[src/rtl/frontend_pkg.sv]
// Shared types and helpers for the decompression front end: bank occupancy
// and core-side states, a byte-enable popcount, and a width sanity check
// used by axis_pingpong_loader.
package frontend_pkg;

  typedef enum logic {
    EMPTY = 1'b0,
    FULL  = 1'b1
  } bank_state_t;

  typedef enum logic {
    CORE_IDLE = 1'b0,
    CORE_BUSY = 1'b1
  } core_state_t;

  // Widest tkeep the popcount helper handles (DATA_W up to 1024 bits).
  localparam int POP_MAX_W = 128;

  function automatic int unsigned popcount(input logic [POP_MAX_W-1:0] v);
    int unsigned n;
    n = 0;
    for (int i = 0; i < POP_MAX_W; i++) begin
      n = n + 32'(v[i]);
    end
    return n;
  endfunction

  // A frame length register must hold one full bank worth of bytes.
  function automatic bit len_w_ok(input int len_w, input int addr_w, input int data_w);
    return len_w >= addr_w + $clog2(data_w / 8) + 1;
  endfunction

endpackage

[src/rtl/axis_keep_count.sv]
// Per-beat tkeep analysis: byte count of the beat and, when
// FRONTEND_KEEP_CHECK_EN is defined, a legality flag (non-last beats must be
// fully populated, the last beat must be a nonzero run of ones from byte 0).
module axis_keep_count
  import frontend_pkg::*;
#(
  parameter int KEEP_W = 32,
  parameter int CNT_W  = $clog2(KEEP_W) + 1
) (
  input  logic [KEEP_W-1:0] keep,
`ifdef FRONTEND_KEEP_CHECK_EN
  input  logic              last,
  output logic              keep_bad,
`endif
  output logic [CNT_W-1:0]  count
);

  assign count = CNT_W'(popcount(POP_MAX_W'(keep)));

`ifdef FRONTEND_KEEP_CHECK_EN
  logic [KEEP_W-1:0] keep_plus1;

  // A run of ones from the LSB turns into a single carry when incremented,
  // so ANDing with keep+1 leaves nothing behind.
  always_comb begin
    keep_plus1 = keep + KEEP_W'(1);
    if (last) begin
      keep_bad = (keep == '0) || ((keep & keep_plus1) != '0);
    end else begin
      keep_bad = (keep != '1);
    end
  end
`endif

endmodule

[src/rtl/axis_pingpong_loader.sv]
// Double-buffered frame loader: writes AXI-Stream frames into alternating
// BRAM banks and dispatches completed frames to the decoder core with a
// start/finish handshake. Optional tkeep legality checking is compiled in
// with FRONTEND_KEEP_CHECK_EN; without it keep_err is tied low.
module axis_pingpong_loader
  import frontend_pkg::*;
#(
  parameter int DATA_W = 256,
  parameter int ADDR_W = 6,
  parameter int LEN_W  = 16
) (
  input  logic                aclk,
  input  logic                aresetn,
  input  logic [DATA_W-1:0]   s_axis_tdata,
  input  logic [DATA_W/8-1:0] s_axis_tkeep,
  input  logic                s_axis_tvalid,
  input  logic                s_axis_tlast,
  output logic                s_axis_tready,
  output logic                start,
  input  logic                finish,
  output logic                bank,
  output logic [LEN_W-1:0]    length,
  output logic                ovf,
  output logic                keep_err,
  output logic                bram_we,
  output logic [ADDR_W:0]     bram_addr,
  output logic [DATA_W-1:0]   bram_din
);

  localparam int KEEP_W = DATA_W / 8;
  localparam int CNT_W  = $clog2(KEEP_W) + 1;

  if (!len_w_ok(LEN_W, ADDR_W, DATA_W)) begin : g_len_w_check
    $error("LEN_W is too narrow to hold a full bank of bytes");
  end

  logic              wr_bank;
  logic              rd_bank;
  bank_state_t       bank_st [2];
  core_state_t       core_st;
  core_state_t       core_nxt;
  logic              dispatch;
  logic              retire;

  logic [ADDR_W:0]   beat_cnt;
  logic [LEN_W-1:0]  len_acc;
  logic              ovf_acc;
  logic [LEN_W-1:0]  len_bank [2];
  logic              ovf_bank [2];

  logic              accept;
  logic              in_range;
  logic [CNT_W-1:0]  beat_bytes;
  logic [LEN_W-1:0]  len_next;

`ifdef FRONTEND_KEEP_CHECK_EN
  logic              beat_bad;
  logic              kerr_acc;
  logic              kerr_bank [2];
`endif

  axis_keep_count #(
    .KEEP_W (KEEP_W),
    .CNT_W  (CNT_W)
  ) u_keep_count (
    .keep     (s_axis_tkeep),
`ifdef FRONTEND_KEEP_CHECK_EN
    .last     (s_axis_tlast),
    .keep_bad (beat_bad),
`endif
    .count    (beat_bytes)
  );

  // The write side only stalls when the bank it points at still holds a frame;
  // held low during reset so every output reads zero.
  assign s_axis_tready = aresetn && (bank_st[wr_bank] == EMPTY);
  assign accept        = s_axis_tvalid && s_axis_tready;
  // beat_cnt saturates at DEPTH, so its top bit marks beats past the bank end.
  assign in_range      = !beat_cnt[ADDR_W];
  assign bram_we       = accept && in_range;
  assign bram_addr     = {wr_bank, beat_cnt[ADDR_W-1:0]};
  assign bram_din      = bram_we ? s_axis_tdata : '0;
  assign len_next      = len_acc + (in_range ? LEN_W'(beat_bytes) : '0);

  // Assemble the incoming frame and latch its summary into the bank it filled.
  always_ff @(posedge aclk) begin
    if (!aresetn) begin
      wr_bank     <= 1'b0;
      beat_cnt    <= '0;
      len_acc     <= '0;
      ovf_acc     <= 1'b0;
      len_bank[0] <= '0;
      len_bank[1] <= '0;
      ovf_bank[0] <= 1'b0;
      ovf_bank[1] <= 1'b0;
    end else if (accept) begin
      if (s_axis_tlast) begin
        len_bank[wr_bank] <= len_next;
        ovf_bank[wr_bank] <= ovf_acc | !in_range;
        wr_bank           <= !wr_bank;
        beat_cnt          <= '0;
        len_acc           <= '0;
        ovf_acc           <= 1'b0;
      end else begin
        if (in_range) begin
          beat_cnt <= beat_cnt + {{ADDR_W{1'b0}}, 1'b1};
        end
        len_acc <= len_next;
        ovf_acc <= ovf_acc | !in_range;
      end
    end
  end

  // Bank occupancy: filled by the stream side, emptied when the core retires it.
  always_ff @(posedge aclk) begin
    if (!aresetn) begin
      bank_st[0] <= EMPTY;
      bank_st[1] <= EMPTY;
      rd_bank    <= 1'b0;
    end else begin
      if (accept && s_axis_tlast) begin
        bank_st[wr_bank] <= FULL;
      end
      if (retire) begin
        bank_st[rd_bank] <= EMPTY;
        rd_bank          <= !rd_bank;
      end
    end
  end

  // Core-side state register.
  always_ff @(posedge aclk) begin
    if (!aresetn) begin
      core_st <= CORE_IDLE;
    end else begin
      core_st <= core_nxt;
    end
  end

  // Hand a full bank to an idle core; retire it on finish while busy.
  always_comb begin
    core_nxt = core_st;
    dispatch = 1'b0;
    retire   = 1'b0;
    case (core_st)
      CORE_IDLE: begin
        if (bank_st[rd_bank] == FULL) begin
          dispatch = 1'b1;
          core_nxt = CORE_BUSY;
        end
      end
      CORE_BUSY: begin
        if (finish) begin
          retire   = 1'b1;
          core_nxt = CORE_IDLE;
        end
      end
      default: core_nxt = CORE_IDLE;
    endcase
  end

  // Registered dispatch outputs, held from start until the next dispatch.
  always_ff @(posedge aclk) begin
    if (!aresetn) begin
      start  <= 1'b0;
      bank   <= 1'b0;
      length <= '0;
      ovf    <= 1'b0;
    end else begin
      start <= dispatch;
      if (dispatch) begin
        bank   <= rd_bank;
        length <= len_bank[rd_bank];
        ovf    <= ovf_bank[rd_bank];
      end
    end
  end

`ifdef FRONTEND_KEEP_CHECK_EN
  // Accumulate tkeep violations per frame and report them with the dispatch.
  always_ff @(posedge aclk) begin
    if (!aresetn) begin
      kerr_acc     <= 1'b0;
      kerr_bank[0] <= 1'b0;
      kerr_bank[1] <= 1'b0;
      keep_err     <= 1'b0;
    end else begin
      if (accept) begin
        if (s_axis_tlast) begin
          kerr_bank[wr_bank] <= kerr_acc | beat_bad;
          kerr_acc           <= 1'b0;
        end else begin
          kerr_acc <= kerr_acc | beat_bad;
        end
      end
      if (dispatch) begin
        keep_err <= kerr_bank[rd_bank];
      end
    end
  end
`else
  assign keep_err = 1'b0;
`endif

endmodule

[config.mk]
export PLATFORM = sky130hd
export DESIGN_NAME = axis_pingpong_loader
export DESIGN_NICKNAME = d
export VERILOG_FILES = /design/src/rtl/frontend_pkg.sv /design/src/rtl/axis_keep_count.sv /design/src/rtl/axis_pingpong_loader.sv
export SDC_FILE = /design/constraint.sdc
export NUM_CORES = 1
export LEC_CHECK = 0
export CORE_AREA = 5 5 220 222
export CTS_CLUSTER_DIAMETER = 60
export DETAILED_ROUTE_END_ITERATION = 16
export DIE_AREA = 0 0 225 227
export GPL_ROUTABILITY_DRIVEN = 0
export HOLD_SLACK_MARGIN = 0.03
export PLACE_DENSITY = 0.43
export SKIP_LAST_GASP = 1
export SYNTH_ARGS = -nofsm -noshare
export SYNTH_HDL_FRONTEND = slang
export SYNTH_SLANG_ARGS = --single-unit
[constraint.sdc]
create_clock -name aclk -period 7.5 [get_ports aclk]
set_clock_uncertainty 0.2 [all_clocks]
set_input_delay 1.5 -clock aclk [delete_from_list [all_inputs] [get_ports aclk]]
set_output_delay 1.5 -clock aclk [all_outputs]
set_load 0.03 [all_outputs]
# Word level (Yosys, flattened, before mapping)
# Memory sizes are Yosys's and may differ from the RTL's. A register that Yosys moved wholly into a read port is not among the register bits.
# Index checks and enable logic that the tools add are counted.
# W data, S select, Z words.
# classes
reduce_logical,15
n_addsub,33
bitwise_logic,3
n_mux,39
n_eq_ne,1
# ops
operator,count
$mux W256,1
$add A6 B1 Y6,30
$mux W1,32
$mux W16,2
$add A16 B6 Y16,1
$reduce_or A16 Y1,1
$mux W7,2
$add A7 B1 Y7 const B,1
$mux W6,1
$logic_not A1 Y1,5
$logic_and A1 B1 Y1,4
$reduce_and A2 Y1,2
$reduce_or A1 Y1,3
$add A1 B1 Y2,1
$ne A2 B2 Y1 const B,1
$not A1 Y1,2
$pmux W1 S2,1
$or A1 B1 Y1,1
# totals
regBits,29
n_memories,3
output_inout_bits,285
ram_bits,36
inputBits,293
# memory_table
memory,words,word_bits,rd,rd_ports_with_merged_regs,wr,line,source
len_bank,2,16,1,1,2,axis_pingpong_loader.sv:48,logic [LEN_W-1:0] len_bank [2];
bank_st,2,1,2,2,2,axis_pingpong_loader.sv:39,bank_state_t bank_st [2];
ovf_bank,2,1,1,1,2,axis_pingpong_loader.sv:49,logic ovf_bank [2];

# Logic depth before layout (Yosys ltp)
# Gate-level depths: netlist (run 1).
# depth
ltp_word,34
mapped_depth,25

# Cells and area by module
# A second synthesis (run 1) with hierarchy kept.
# hier_totals
hier_cells,778
hier_area_um2,6518.8
# modules_own_cells
module,instances,area_each_um2,cells_each
axis_pingpong_loader,1,5760.5,705
axis_keep_count,1,758.2,73

# Worst setup path before layout (run 1)
# OpenSTA, ideal clock, no wires.
# synth_path
kind,input -> register
startpoint,input s_axis_tkeep[0]
endpoint,memory len_bank[1][6] (data pin)
t_arrival_ps,7275
path_stages,21
setup_ps,266
slack_ps,-241
t_required_ps,7034
cell_sequence,ha_1 -> inv_1 -> fa_1 -> fa_1 -> fa_1 -> fa_1 -> fa_1 -> fa_1 -> fa_1 -> fa_1 -> nor2b_1 -> o21ai_0 -> a21boi_0 -> nor3_1 -> ha_1 -> and3_1 -> buf_6 -> a211oi_4 -> buf_6 -> xor2_1 -> nor2_1
# synth_lines
item,line,source
start: declaration,axis_pingpong_loader.sv:15,"input logic [DATA_W/8-1:0] s_axis_tkeep,"
end: declaration,axis_pingpong_loader.sv:48,

# Worst setup path after layout (run 1)
# layout_path
startpoint,input s_axis_tkeep[1]
endpoint,register len_acc[12]
# layout_between
elab_chain_len,34
# layout_lines
item,line,source
$add A1 B1 Y2,frontend_pkg.sv:23,n = n + 32'(v[i]);
$add A6 B1 Y6 (30 in a row),frontend_pkg.sv:23,
$mux W6,axis_pingpong_loader.sv:83,assign len_next = len_acc + (in_range ? LEN_W'(beat_bytes) : '0);
$add A16 B6 Y16,axis_pingpong_loader.sv:83,
$mux W16,axis_pingpong_loader.sv:97,if (s_axis_tlast) begin
end signal: assignment,axis_pingpong_loader.sv:108,len_acc <= len_next;
end: declaration,axis_pingpong_loader.sv:46,logic [LEN_W-1:0] len_acc;
# No other way between the ends.
# A chain may end at the register's enable or synchronous reset.

==> results.md, run 1 <==
* Critical path's most frequent cell: fa_1
* Period minus WS final at approximately 7400 ps
* Die W at 225 um
* Core Util, Final at a little under a third
* Total internal power at roughly 1.9 mW
* Req. time, crit path at 7580 ps
* Critical path launch point type: input pin
* Fin crit share at 98.4%
* Hold_buf cts at 0
* Worst vdd ir at 0.258 mV
* DR pass1 iterations at 5
* Drc violations at 0
* CP max stage delay at approximately 550 ps
* Max_cap viols at 0
* NumNets Final at 1700
* Most common cell after layout, fill and taps aside: clkdlybuf4s50_1
* Max Freq at 135 MHz
* PortBufs at 576
* Synthesized area at 6740 um2
* Slew HR at a little over two fifths
* Sequential share of power at 16.1%
* Switching Share at between 40% and 50%
* Starting Density at 14.6%
* First-pass GRT wire length at 66.1 mm
* Register area share after synthesis at 29.7%
* Syn avg cell area at roughly 8.4 um2
* Combinational share of power at a little over two thirds
* Main synth FF type: dfxtp_1
* Synth cell types at 61
* Slew @ Worst Pin at 857 ps
* Ys async rst share at 0%
* Maximum clock path buffer count at 2
* Net switching power at between 1 and 1.5 mW
* Die ar. at 51100 um2
* Grt ovf at 0
* WP data arrival at about 7500 ps
* Overall Global Routing Usage at between 10% and 20%
* Initial antenna violation count at 42
* Via-to-Cell Ratio at around 4.0
* CORE AREA at between 40000 and 50000 um2
* CP Class: in -> reg
* P&R area growth vs syn at 105%
* EDFF count, synth at 32
* Fin. max-slew vios at 0
* Largest net degree at the start of global routing at 187
* Post-synth net total at around 1100
* Setup tns final at 0 ps
* Clock share of power at 13.5%
* Number of global-route vias before repair at between 8000 and 9000
* Synth Warn # at 0
* Clock sink count at 84
* Top Ports at 578
* Worst-path cell chain: buf_6 -> ha_4 -> inv_2 -> fa_1 -> fa_1 -> inv_1 -> fa_1 -> fa_1 -> fa_1 -> inv_1 -> fa_1 -> inv_1 -> ha_1 -> nor2b_1 -> o21a_1 -> o21a_1 -> o211a_1 -> ha_4 -> and3_4 -> a211oi_4 -> buf_6 -> clkbuf_16 -> or4_1 -> a21oi_1
* CTS root buffer: clkbuf_16
* Status: finished clean
* Critical path's slowest cell: fa_1
* Most frequent cells in the layout: 560 x clkdlybuf4s50_1, 257 x and2_1, 54 x inv_1
* Pwr dens at 241 nW/um2
* H-tree depth at 3
* Final WL at around 50 mm
* Fillers at about 5000
* Crit end category: flip-flop
* CTS tree: built
* Worst hold path class: reg -> reg
* Leakage at ~5.2 nW
* Hold Crit Start: len_acc[0]
* Wire per inst at 25.1 um
* Number of nets with antenna violations after routing at 0
* Hold Vio Cnt, Final at 0
* Detailed placer's ending HPWL at approximately 43 mm
* RSZ-0062 raised after global routing: true
* Yosys reg bits at 84
* Synth Instances at 801
* Crit path max fanout at 6
* Final setup viols at 0
* Cts bufs inserted at 9
* Layout cells sized above 1 at 8.24%
* # rows at between 70 and 80
* Die Ht at 227 um
* Reg clk slew, reported paths at 70 ps
* Crit. Startpoint: s_axis_tkeep[1]
* Vias at 8016
* Clock Latency Late Sink at between 300 and 400 ps
* DR iter-0 viols at 278
final cells by class:
type	instances	area [um2]	share of cell area, %
Tap cell	607	759	5.48
Clock buffer	9	225	1.63
Timing Repair Buffer	618	6170	44.5
Multi-Input combinational cell	593	4380	31.6
Clock inverter	7	67.6	0.488
Antenna cell	9	22.5	0.163
Sequential cell	84	2000	14.5
Inverter	61	229	1.65
worst max-delay path, delay by kind of cell:
kind,cells,cell delay (ps)
fa+ha+maj,9,3710
buf+inv,7,600
simple gates,3,810
compound gates,5,810
worst paths after layout:
kind	end	cells past startpoint	slack, ps
min reg2reg	len_acc[0]	2	260
max	len_acc[12]	24	120
min	len_acc[0]	2	260
max reg2reg	len_bank[0][13]	3	4520
routing by layer:
layer	vias to the layer above	part of all wire, %	global-route usage, %
met5	-	0.69	0
met4	54	0.75	1.43
met3	76	11	10.5
met2	332	50	31.9
met1	3760	38	20.1
li1	3794	-	-
cell usage after synthesis (3+ instances only):
| cell type | number | area, um2 |
|---|---|---|
| a2111o_1 | 6 | 67.6 |
| a211oi_1 | 17 | 128 |
| a21boi_0 | 3 | 22.5 |
| a21o_1 | 6 | 45.0 |
| a21oi_1 | 30 | 150 |
| a31o_2 | 3 | 26.3 |
| and2_1 | 257 | 1610 |
| and3_1 | 8 | 50.1 |
| and4_1 | 3 | 26.3 |
| buf_2 | 8 | 40.0 |
| buf_4 | 10 | 75.1 |
| clkbuf_1 | 16 | 60.1 |
| clkbuf_2 | 25 | 125 |
| dfxtp_1 | 52 | 1040 |
| edfxtp_1 | 32 | 961 |
| fa_1 | 25 | 500 |
| ha_1 | 15 | 188 |
| inv_1 | 61 | 229 |
| mux2i_1 | 21 | 210 |
| nand2_1 | 23 | 86.3 |
| nand2b_1 | 4 | 25.0 |
| nand3_1 | 23 | 115 |
| nand4_1 | 6 | 37.5 |
| nor2_1 | 49 | 184 |
| nor2b_1 | 6 | 37.5 |
| nor3_1 | 7 | 35.0 |
| nor4_1 | 4 | 25.0 |
| o211ai_1 | 5 | 37.5 |
| o21a_1 | 4 | 30.0 |
| o21ai_0 | 17 | 85.1 |
| or3_1 | 9 | 56.3 |
| or4_1 | 3 | 22.5 |
| xor2_1 | 3 | 26.3 |
cells by family after synthesis:
kind of cell             count (synthesis)  synth area share (%)
AND/OR/NAND/NOR                        413                  35.7
buffers and inverters                  124                  8.30
AO/OA/AOI/OAI                          111                  11.7
flip-flops                              84                  29.7
adder cells (fa/ha/maj)                 40                  10.2
multiplexers                            23                  3.62
XOR/XNOR                                 5                 0.650
other                                    1                0.0556
state kept, by name (all words and copies together), names as in the netlist, named ones only:
register and flops:
len_bank 32, len_acc 16, length 16, beat_cnt 7
bank_st 2, ovf_bank 2, bank 1, core_st 1
ovf 1, ovf_acc 1, rd_bank 1, start 1
wr_bank 1
power by group through the flow:
stage | combinational (mW) | clock [mW] | sequential [mW]
after floorplan | 1.10 | 0 | 0.562
after global placement | 2.04 | 0 | 0.546
after detailed placement | 2.07 | 0 | 0.547
after CTS | 2.18 | 0.463 | 0.536
after global routing | 2.59 | 0.482 | 0.541
final | 2.35 | 0.450 | 0.536
repair_timing:
item / in CTS / in global routing
endpoints found under the setup margin: 38 / 38
resized for setup: 41 / 41
cloned: 0 / 3
buffers inserted: 5 / 6
pin swaps: 25 / 16
stage by stage:
stage / setup slack, ps / hold WS (ps) / cells / power, mW / instance area, um2
after floorplan: 5.31 / 236 / 801 / 1.66 / 6780
after global placement: -705 / 243 / 1950 / 2.59 / 13200
after detailed placement: -795 / 252 / 1950 / 2.62 / 13200
after CTS: 4.69 / 261 / 1970 / 3.18 / 13600
after global routing: -126 / 290 / 1979 / 3.61 / 13800
final: 118 / 261 / 1988 / 3.34 / 13900
Power figures use the tool's default switching activity.
==> run 2: changes to the inputs <==
--- a/config.mk
+++ b/config.mk
@@ -5,13 +5,12 @@
 export SDC_FILE = /design/constraint.sdc
 export NUM_CORES = 1
 export LEC_CHECK = 0
-export CORE_AREA = 5 5 220 222
+export CORE_AREA = 5 5 223 225
 export CTS_CLUSTER_DIAMETER = 60
 export DETAILED_ROUTE_END_ITERATION = 16
-export DIE_AREA = 0 0 225 227
+export DIE_AREA = 0 0 228 230
 export GPL_ROUTABILITY_DRIVEN = 0
-export HOLD_SLACK_MARGIN = 0.03
-export PLACE_DENSITY = 0.43
+export PLACE_DENSITY = 0.4
 export SKIP_LAST_GASP = 1
 export SYNTH_ARGS = -nofsm -noshare
 export SYNTH_HDL_FRONTEND = slang
==> constraint.sdc (replaced) <==
create_clock -name aclk -period 8.1 [get_ports aclk]
set_clock_uncertainty 0.2 [all_clocks]
set_input_delay 1.62 -clock aclk [delete_from_list [all_inputs] [get_ports aclk]]
set_output_delay 1.62 -clock aclk [all_outputs]
set_load 0.03 [all_outputs]
==> run 2 against run 1 <==
Effect of this change:
- cell area decreased by 2.0%
- power fell by 17%
- via count fell by 2.9%
- largest power group unchanged
- die area rose by 2.7%
- first-iteration DRC count down 1.1%
- setup slack gained 130 ps
- largest cell class unchanged
- critical endpoint is now len_bank[1][5]
- combinational power shrank 20%
- routed wire length shrank 4.3%
- register-to-register slack better by 700 ps
- sequential cell count did not move
- cell count increased by 0.15%
==> results.md, run 2 (same netlist as run 1, synthesis figures left out) <==
* Sequential share of power at 17.8% (+1.7 points)
* CTS tree: built
* DR pass1 iterations at 4 (-1)
* Overall Global Routing Usage at 17.3% (-0.90 points)
* Register area at 2000 um2 (unchanged)
* DR iter-0 viols at 275 (-1.1%)
* Max reg flops at 32 (unchanged)
* # rows at 80 (+1.3%)
* Post-route setup slack at 246 ps (+128 ps)
* Vias at 7785 (-2.9%)
* Total power at 2.78 mW (-17%)
* Total internal power at 1.60 mW (-17%)
* Detailed placer's ending HPWL at 41.6 mm (-3.0%)
* CTS root buffer: clkbuf_16
* Net switching power at 1.18 mW (-16%)
* R2R Setup Slk at 5220 ps (+700 ps)
* Cts bufs inserted at 9 (unchanged)
* Hold Vio Cnt, Final at 0 (unchanged)
* Fin. max-slew vios at 0 (unchanged)
* WP data arrival at 7740 ps (+280 ps)
* Die ar. at 52400 um2 (+2.7%)
* Setup tns final at 0 ps (unchanged)
* Depth of the most critical reg-to-reg path at 8 (+5)
* P&R area growth vs syn at 101%
* Pre-CTS setup slack at -454 ps (+341 ps)
* Combinational share of power at 67.5% (-3.0 points)
* Instance area at placement at 13200 um2 (-0.27%)
* Starting Density at 14.2% (-0.37 points)
* Period minus WS final at 7850 ps
* First-pass GRT wire length at 65.1 mm (-1.4%)
* Slew @ Worst Pin at 804 ps (-53.0 ps)
* Most frequent cells in the layout: 576 x clkdlybuf4s50_1, 257 x and2_1, 61 x inv_1
* RSZ-0062 raised after global routing: true
* Largest regs: len_bank (32), len_acc (16), length (16)
* Clock sink count at 84 (unchanged)
* CP Class: in -> reg
* Max_cap viols at 0 (unchanged)
* Initial antenna violation count at 26 (-38%)
* Clock share of power at 14.7% (+1.2 points)
* Layout cells sized above 1 at 4.93% (-3.3 points)
* Max Freq at 127 MHz
* R2r startpoint: beat_cnt[6]
* Critical path launch point type: input pin
* Crit end category: flip-flop
* Status: finished clean
* PortBufs at 576 (unchanged)
* Fin area at 13600 um2 (-2.0%)
* Slew HR at 46.3% (+3.5 points)
* Reg2Reg Capture Point: len_bank[1][5]
* Pwr dens at 205 nW/um2 (-15%)
* CORE AREA at 47300 um2 (+2.6%)
* Die Ht at 230 um (+1.3%)
* CP endpoint: len_bank[1][5]
* Final setup viols at 0 (unchanged)
* Largest net degree at the start of global routing at 95 (-49%)
* Reg clk slew, reported paths at 60 ps (about the same)
* Worst vdd ir at 0.147 mV (-43%)
* Worst hold path class: reg -> reg
* Most flops, register: len_bank
* Number of global-route vias before repair at 8048 (-0.43%)
* Final WL at 47.7 mm (-4.3%)
* NumNets Final at 1688 (-0.71%)
* Die W at 228 um (+1.3%)
* Wire per inst at 23.9 um (-4.5%)
* Switching Share at 42.4% (+0.47 points)
* Most common cell after layout, fill and taps aside: clkdlybuf4s50_1
* Fin crit share at 97.0%
* Leakage at 5.03 nW (-2.6%)
* Maximum clock path buffer count at 2 (unchanged)
* H-tree depth at 3 (unchanged)
* Req. time, crit path at 7980 ps (+400 ps)
* Multi-input combinational cell area at 4210 um2 (-3.7%)
* Fillers at 5076 (+2.7%)
* Clock Latency Late Sink at 350 ps (about the same)
* Crit path max fanout at 5 (-1)
* Grt ovf at 0 (unchanged)
* Drc violations at 0 (unchanged)
* Number of nets with antenna violations after routing at 0 (unchanged)
* Top Ports at 578 (unchanged)
* Via-to-Cell Ratio at 3.91 (-3.0%)
* Crit. Startpoint: s_axis_tkeep[0]
-- run 2: cell types whose count changed in the layout (fill, tap and decap cells not counted), sizes merged, moves of 3 or more --
cell	change
clkbuf	-3
clkdlybuf4s15	-4
diode	+7
dlygate4sd2	-7
buf	-12
inv	-3
clkdlybuf4s50	+16
-- run 2: power by group through the flow --
stage | sequential [mW] | clock [mW] | combinational (mW)
2_1_floorplan | 0.520 | 0 | 0.993
3_3_place_gp | 0.503 | 0 | 1.80
3_5_place_dp | 0.505 | 0 | 1.82
4_1_cts | 0.495 | 0.425 | 1.86
5_1_grt | 0.499 | 0.443 | 2.08
6_report | 0.496 | 0.409 | 1.88
-- run 2: layer usage --
layer | global-route usage [%] | part of all wire, %
met5 | 0 | 0.34
met3 | 9.12 | 11
met2 | 31.3 | 50
met1 | 17.6 | 36
met4 | 4.48 | 2.5
-- run 2: layout make-up --
type	count	share of cell area [%]
antenna	16	0.295
clock buffer	10	1.84
clock inverter	6	0.323
inverter	61	1.69
multi-input combinational	593	31.0
sequential	84	14.7
tap	615	5.67
timing repair buffer	606	44.4
-- run 2: worst min-delay path by stage --
stage                from          to  slack, ps  cells past startpoint
6_report       len_acc[0]  len_acc[0]        260                      2
5_1_grt        len_acc[0]  len_acc[0]        300                      2
4_1_cts        len_acc[0]  len_acc[0]        260                      2
3_5_place_dp   len_acc[0]  len_acc[0]        260                      2
3_3_place_gp   len_acc[0]  len_acc[0]        250                      2
2_1_floorplan  len_acc[2]  len_acc[2]        240                      2
-- run 2: worst max-delay path: stages --
cell and delay [ps]:
clkdlybuf4s50_1 400, ha_1 290, inv_1 70, fa_1 430, fa_1 400, inv_1 80
fa_1 440, fa_1 500, fa_1 540, inv_1 50, fa_2 550, inv_1 50
ha_1 270, nor2b_1 130, o21a_1 180, o21a_1 190, o211a_1 250, ha_4 300
buf_4 130, and3b_1 170, a2111oi_1 360, and3_2 290, nor2_1 40
-- run 2: metrics by stage --
| step | hold WS (ps) | util (%) | instances |
|---|---|---|---|
| after detailed placement | 256 | 27.9 | 1957 |
| after global routing | 296 | 28.6 | 1975 |
| after global placement | 245 | 27.9 | 1957 |
| after floorplan | 236 | - | 801 |
| final | 262 | 28.7 | 1991 |
| after CTS | 263 | 28.5 | 1974 |
-- run 2: repair_timing --
item / 4_1_cts / 5_1_grt
resized for setup: 3 / 11
pin swaps: 1 / 9
hold buffers: 0 / 0
buffers inserted: 1 / 1
setup endpoints to repair: 26 / 35
==> run 3: changes to the inputs <==
==> constraint.sdc (replaced) <==
create_clock -name aclk -period 9.6 [get_ports aclk]
set_clock_uncertainty 0.2 [all_clocks]
set_input_delay 1.92 -clock aclk [delete_from_list [all_inputs] [get_ports aclk]]
set_output_delay 1.92 -clock aclk [all_outputs]
set_load 0.03 [all_outputs]
==> run 3 against run 2 <==
Effect of this change:
- routed wire length decreased by 0.36%
- cell area down 1.6%
- cell count shrank 1.3%
- die area unchanged
- register-to-register slack better by 1200 ps
- via count shrank 1.2%
- critical path depth fell by 3
- hold slack got worse by 2.2 ps
- global-route usage up 0.062 points
- power decreased by 24%
- critical path type unchanged
==> results.md, run 3 (same netlist as run 1, synthesis figures left out) <==
* Status: finished clean
* Depth of the most critical reg-to-reg path at 7 (-1)
* DR pass1 iterations at 4 (unchanged)
* Hold_ws at 260 ps (-2.18 ps)
* Cts bufs inserted at 9 (unchanged)
* Count of cells resized by post-cts repair at 0 (-3)
* Number of global-route vias before repair at 8065 (+0.21%)
* Req. time, crit path at 9580 ps (+1600 ps)
* Die W at 228 um (unchanged)
* CP Class: in -> reg
* Critical path's slowest cell: a211oi_4
* Wire per inst at 24.2 um (+0.96%)
* PortBufs at 576 (unchanged)
* Max Freq at 115 MHz
* Critical path launch point type: input pin
* Crit end category: flip-flop
* Fillers at 5108 (+0.63%)
* Final WL at 47.5 mm (-0.36%)
* CP max stage delay at 640 ps (+90 ps)
* Critical path's most frequent cell: fa_1
* Most frequent cells in the layout: 576 x clkdlybuf4s50_1, 257 x and2_1, 60 x inv_1
* Largest net degree at the start of global routing at 224 (+140%)
* R2r startpoint: beat_cnt[6]
* Vias at 7693 (-1.2%)
* Via-to-Cell Ratio at 3.92 (+0.13%)
* Max_cap viols at 0 (unchanged)
* GR met2 Demand/Resource at 31.4% (+0.047 points)
* Clock sink count at 84 (unchanged)
* Register area at 2000 um2 (unchanged)
* CTS root buffer: clkbuf_16
* Largest regs: len_bank (32), len_acc (16), length (16)
* Worst vdd ir at 0.151 mV (+2.7%)
* # rows at 80 (unchanged)
* Leakage at 4.93 nW (-2.1%)
* Worst-path cell chain: clkdlybuf4s50_1 -> ha_1 -> inv_1 -> fa_1 -> fa_1 -> fa_1 -> fa_1 -> fa_1 -> fa_1 -> fa_1 -> fa_1 -> nor2b_1 -> o21ai_0 -> a21boi_0 -> nor3_1 -> ha_1 -> and3_1 -> a211oi_4 -> o21ai_0 -> a21oi_1
* P&R area growth vs syn at 98.1%
* WP buf/inv at 2 (-4)
* Number of nets with antenna violations after routing at 0 (unchanged)
* Crit. path cell count at 20 (-13%)
* Starting Density at 14.2% (unchanged)
* Initial antenna violation count at 25 (-3.8%)
* First-pass GRT wire length at 65.6 mm (+0.74%)
* Top Ports at 578 (unchanged)
* Crit. Startpoint: s_axis_tkeep[0]
* Hold_buf cts at 0 (unchanged)
* Layout cells sized above 1 at 2.77% (-2.2 points)
* Slew @ Worst Pin at 853 ps (+49.0 ps)
* Met1 usage in global routing at 18.6% (+1.1 points)
* Maximum clock path buffer count at 2 (unchanged)
* Die Ht at 230 um (unchanged)
* DR iter-0 viols at 315 (+15%)
* RSZ-0062 raised after global routing: false
* Multi-input combinational cell area at 4180 um2 (-0.80%)
* Grt ovf at 0 (unchanged)
* NumNets Final at 1665 (-1.4%)
* Drc violations at 0 (unchanged)
* Period minus WS final at 8700 ps
* Setup tns final at 0 ps (unchanged)
* Pwr dens at 158 nW/um2 (-23%)
* Total power at 2.11 mW (-24%)
* CORE AREA at 47300 um2 (unchanged)
* Most common cell after layout, fill and taps aside: clkdlybuf4s50_1
* Crit path max fanout at 19 (+14)
* Die ar. at 52400 um2 (unchanged)
* CP delay by family, top: adder cells
* Hold Vio Cnt, Final at 0 (unchanged)
* WP data arrival at 8690 ps (+950 ps)
* Layer carrying the most global-route usage: met2
* CP endpoint: len_bank[1][10]
* Final setup viols at 0 (unchanged)
* Reg2Reg Capture Point: len_bank[1][10]
* Clock Latency Late Sink at 350 ps (about the same)
* Core Util, Final at 28.2% (-0.46 points)
* Worst hold path class: reg -> reg
* CTS tree: built
* Setup Buffers After CTS at 0 (-1)
* Fin crit share at 90.7%
* Most flops, register: len_bank
* Fin. max-slew vios at 0 (unchanged)
* Overall Global Routing Usage at 17.4% (+0.062 points)
* H-tree depth at 3 (unchanged)
* Slew HR at 43.0% (-3.3 points)
* Detailed placer's ending HPWL at 41.1 mm (-1.1%)
* Reg clk slew, reported paths at 70 ps (about the same)
* Met3 Usage GRT at 8.04% (-1.1 points)
* Max reg flops at 32 (unchanged)
* R2R Setup Slk at 6400 ps (+1180 ps)
[run 3: through the flow]
stage	setup WS (ps)	instance area, um2	std cells
final	895	13400	1965
after CTS	852	13300	1952
after floorplan	1440	6740	801
after global placement	591	13000	1936
after detailed placement	488	13000	1936
after global routing	499	13300	1955
[run 3: worst min-delay path by stage]
stage / start / slack [ps] / cells after the start / to
finish: len_acc[0] / 260 / 2 / len_acc[0]
global placement: len_acc[0] / 250 / 2 / len_acc[0]
floorplan: len_acc[2] / 240 / 2 / len_acc[2]
CTS: len_acc[0] / 260 / 2 / len_acc[0]
detailed placement: len_acc[0] / 260 / 2 / len_acc[0]
global route: len_acc[2] / 300 / 2 / len_acc[2]
[run 3: area by class of cell]
class / instances / area share (%)
tap: 615 / 5.76
inverter: 61 / 1.71
timing repair buffer: 583 / 43.6
clock buffer: 12 / 2.09
multi-input combinational: 593 / 31.3
clock inverter: 4 / 0.262
antenna: 13 / 0.244
sequential: 84 / 15.0
[run 3: where the power goes]
| part | switching, mW | internal, mW |
|---|---|---|
| Clock | 0.155 | 0.211 |
| Combinational | 0.764 | 0.565 |
| Sequential | 0.0138 | 0.403 |
| Total | 0.934 | 1.18 |
[run 3: tightest hold or removal path, cell delays in order (launching register included)]
cell and delay [ps]:
dfxtp_1 310, nand2_1 60, a21oi_1 50
[run 3: per-layer routing]
layer | vias to the layer above | part of all wire [%]
li1 | 3737 | -
met1 | 3536 | 37
met2 | 349 | 50
met3 | 51 | 9.9
met4 | 20 | 1.9
met5 | - | 0.29
==> RTL edit: new RTL, flow settings as in run 2 <==
`ADDR_W`: 6 -> 5.
--- a/src/rtl/axis_pingpong_loader.sv
+++ b/src/rtl/axis_pingpong_loader.sv
@@ -6,7 +6,7 @@
   import frontend_pkg::*;
 #(
   parameter int DATA_W = 256,
-  parameter int ADDR_W = 6,
+  parameter int ADDR_W = 5,
   parameter int LEN_W  = 16
 ) (
   input  logic                aclk,
Ports: changed (resized bram_addr); port bits go from 578 to 577. The function was not compared with the original's and may differ.
==> RTL edit against run 2 <==
Core utilization decreased by 0.80 points; non-clock buffer count decreased by 3; sequential cell count decreased by 1; largest cell class unchanged; die area unchanged; critical path depth decreased by 1; area after synthesis decreased by 6.6%; final area decreased by 2.8%; first-iteration DRC count increased by 19%; power increased by 7.5%; combinational power increased by 11%; wire length increased by 3.7%; setup slack improved by 79 ps.
==> RTL edit: results (changes against run 2) <==
The number of nets in the synthesized netlist was 1084 (-4.4%). The number of antenna violations at the first check in global routing was 30 (+15%); the number of vias after detailed routing was 7292 (-6.3%). The run gives 17.8% (+0.51 points) as the global-route usage over all layers.

The run gives 5 (+1) as the number of detailed-routing iterations run before antenna repair. The met3 global-route usage is 7.64% (-1.5 points). The total placed instance area was 0.0128 sq mm (-3.0%).

Pre-CTS worst setup slack: -302 ps (+152 ps). Maximum fanout along the worst path: 4 (-1). The tools report the total wirelength of the detailed-routed design as 49.4 mm (+3.7%). The run gives 31.5% (+1.8 points) as the sequential-to-total area share from yosys stat. The logs give 1909 (-2.5%) for the number of cells in the design after placement and 0 (-1) for the count of buffers added by post-CTS timing repair for setup. The number of unique standard cell types used by synthesis is 49 (-20%).

The highest cell delay on the worst timing path is 580 ps (+30 ps), and the fraction of final layout cells sized beyond drive strength 1 is 4.88% (-0.048 points). The number of buffers inserted by port buffering came out at 575 (-0.17%). The violation count after the first detailed-routing iteration was 328 (+19%). By count the netlist is led by sky130_fd_sc_hd__and2_1, sky130_fd_sc_hd__nor2_1, sky130_fd_sc_hd__dfxtp_1.

The tools report the leakage power total as 5.01 nW (-0.53%). The path depth of the worst reg2reg path was 9 (+1). The transition time at the pin with the least slew margin is 869 ps (+64.4 ps), and the global-route wire length before repair is 65.2 mm (+0.14%). The per-cell via count in the routed design was 3.77 (-3.6%); the maximum vdd ir drop was 0.309 mV (+110%).

After synthesis, the cell types taking the most area are sky130_fd_sc_hd__and2_1, sky130_fd_sc_hd__dfxtp_1, sky130_fd_sc_hd__edfxtp_1. The flow ran to the end, and the final reports show no timing, DRC or antenna violations. The average size of a mapped cell is 8.39 sq um (-0.37%).

The logs give 23.6% (+6.0 points) for the met1 routing resource usage after global routing and 0 (-3) for the number of gates resized after cts. The final core utilization is 27.9% (-0.80 points), and the total half-perimeter wirelength after legalization and detailed placement is 44.0 mm (+5.9%). For this design, the slowest cell found on the critical path is sky130_fd_sc_hd__fa_1. The logs give 7660 ps (-80 ps) for the arrival time of data at the critical path endpoint and 5099 (+0.45%) for the fill cell total of the finished layout. The run gives 1640 (-2.8%) as the number of nets at the end of the flow.
-- RTL edit: cell types whose count changed after synthesis, moves of 8 or more --
cell and change:
sky130_fd_sc_hd__a21oi_1 -10, sky130_fd_sc_hd__inv_1 -11, sky130_fd_sc_hd__nand3_1 -15, sky130_fd_sc_hd__xor2_1 +8
sky130_fd_sc_hd__clkbuf_2 -25, sky130_fd_sc_hd__clkbuf_1 +25, sky130_fd_sc_hd__nor2_1 +30, sky130_fd_sc_hd__a31oi_1 +8
-- RTL edit: final cells by class --
| class | count | share of cell area, % |
|---|---|---|
| diodes | 7 | 0.133 |
| clock buffers | 11 | 1.92 |
| clock inverters | 5 | 0.436 |
| inverters | 50 | 1.42 |
| multi-input cells | 560 | 29.6 |
| flip-flops and latches | 83 | 15.0 |
| well taps | 615 | 5.83 |
| repair buffers | 603 | 45.6 |
-- RTL edit: worst paths after layout --
kind                     from              to  slack [ps]
max          s_axis_tkeep[12]  len_bank[1][9]         330
max reg2reg       beat_cnt[5]     len_acc[14]        5320
min reg2reg           ovf_acc         ovf_acc         280
min                   ovf_acc         ovf_acc         280
-- RTL edit: metal layers --
layer	wire length [um]	vias up
met5	120	-
met4	760	20
met3	4990	39
met2	21400	399
met1	22100	3295
li1	-	3539
-- RTL edit: kinds of logic (layout without fill, tap and decap cells) --
kind of cell	after synthesis	count (layout)	share of synthesized area, %
AOI/OAI and AO/OA	81	81	8.56
muxes	21	21	3.34
adders and majority gates	40	40	10.9
other	1	8	0.0595
DFF	83	83	31.5
and+or+nand+nor	400	400	36.3
buffers and inverters	108	669	6.99
xor gates and xnor gates	17	17	2.36
-- RTL edit: report_power, final --
part	leakage, nW	internal (mW)	switching, mW
combinational	4.10	0.990	1.09
clock	0.155	0.258	0.167
sequential	0.747	0.474	0.0157
total	5.01	1.72	1.27
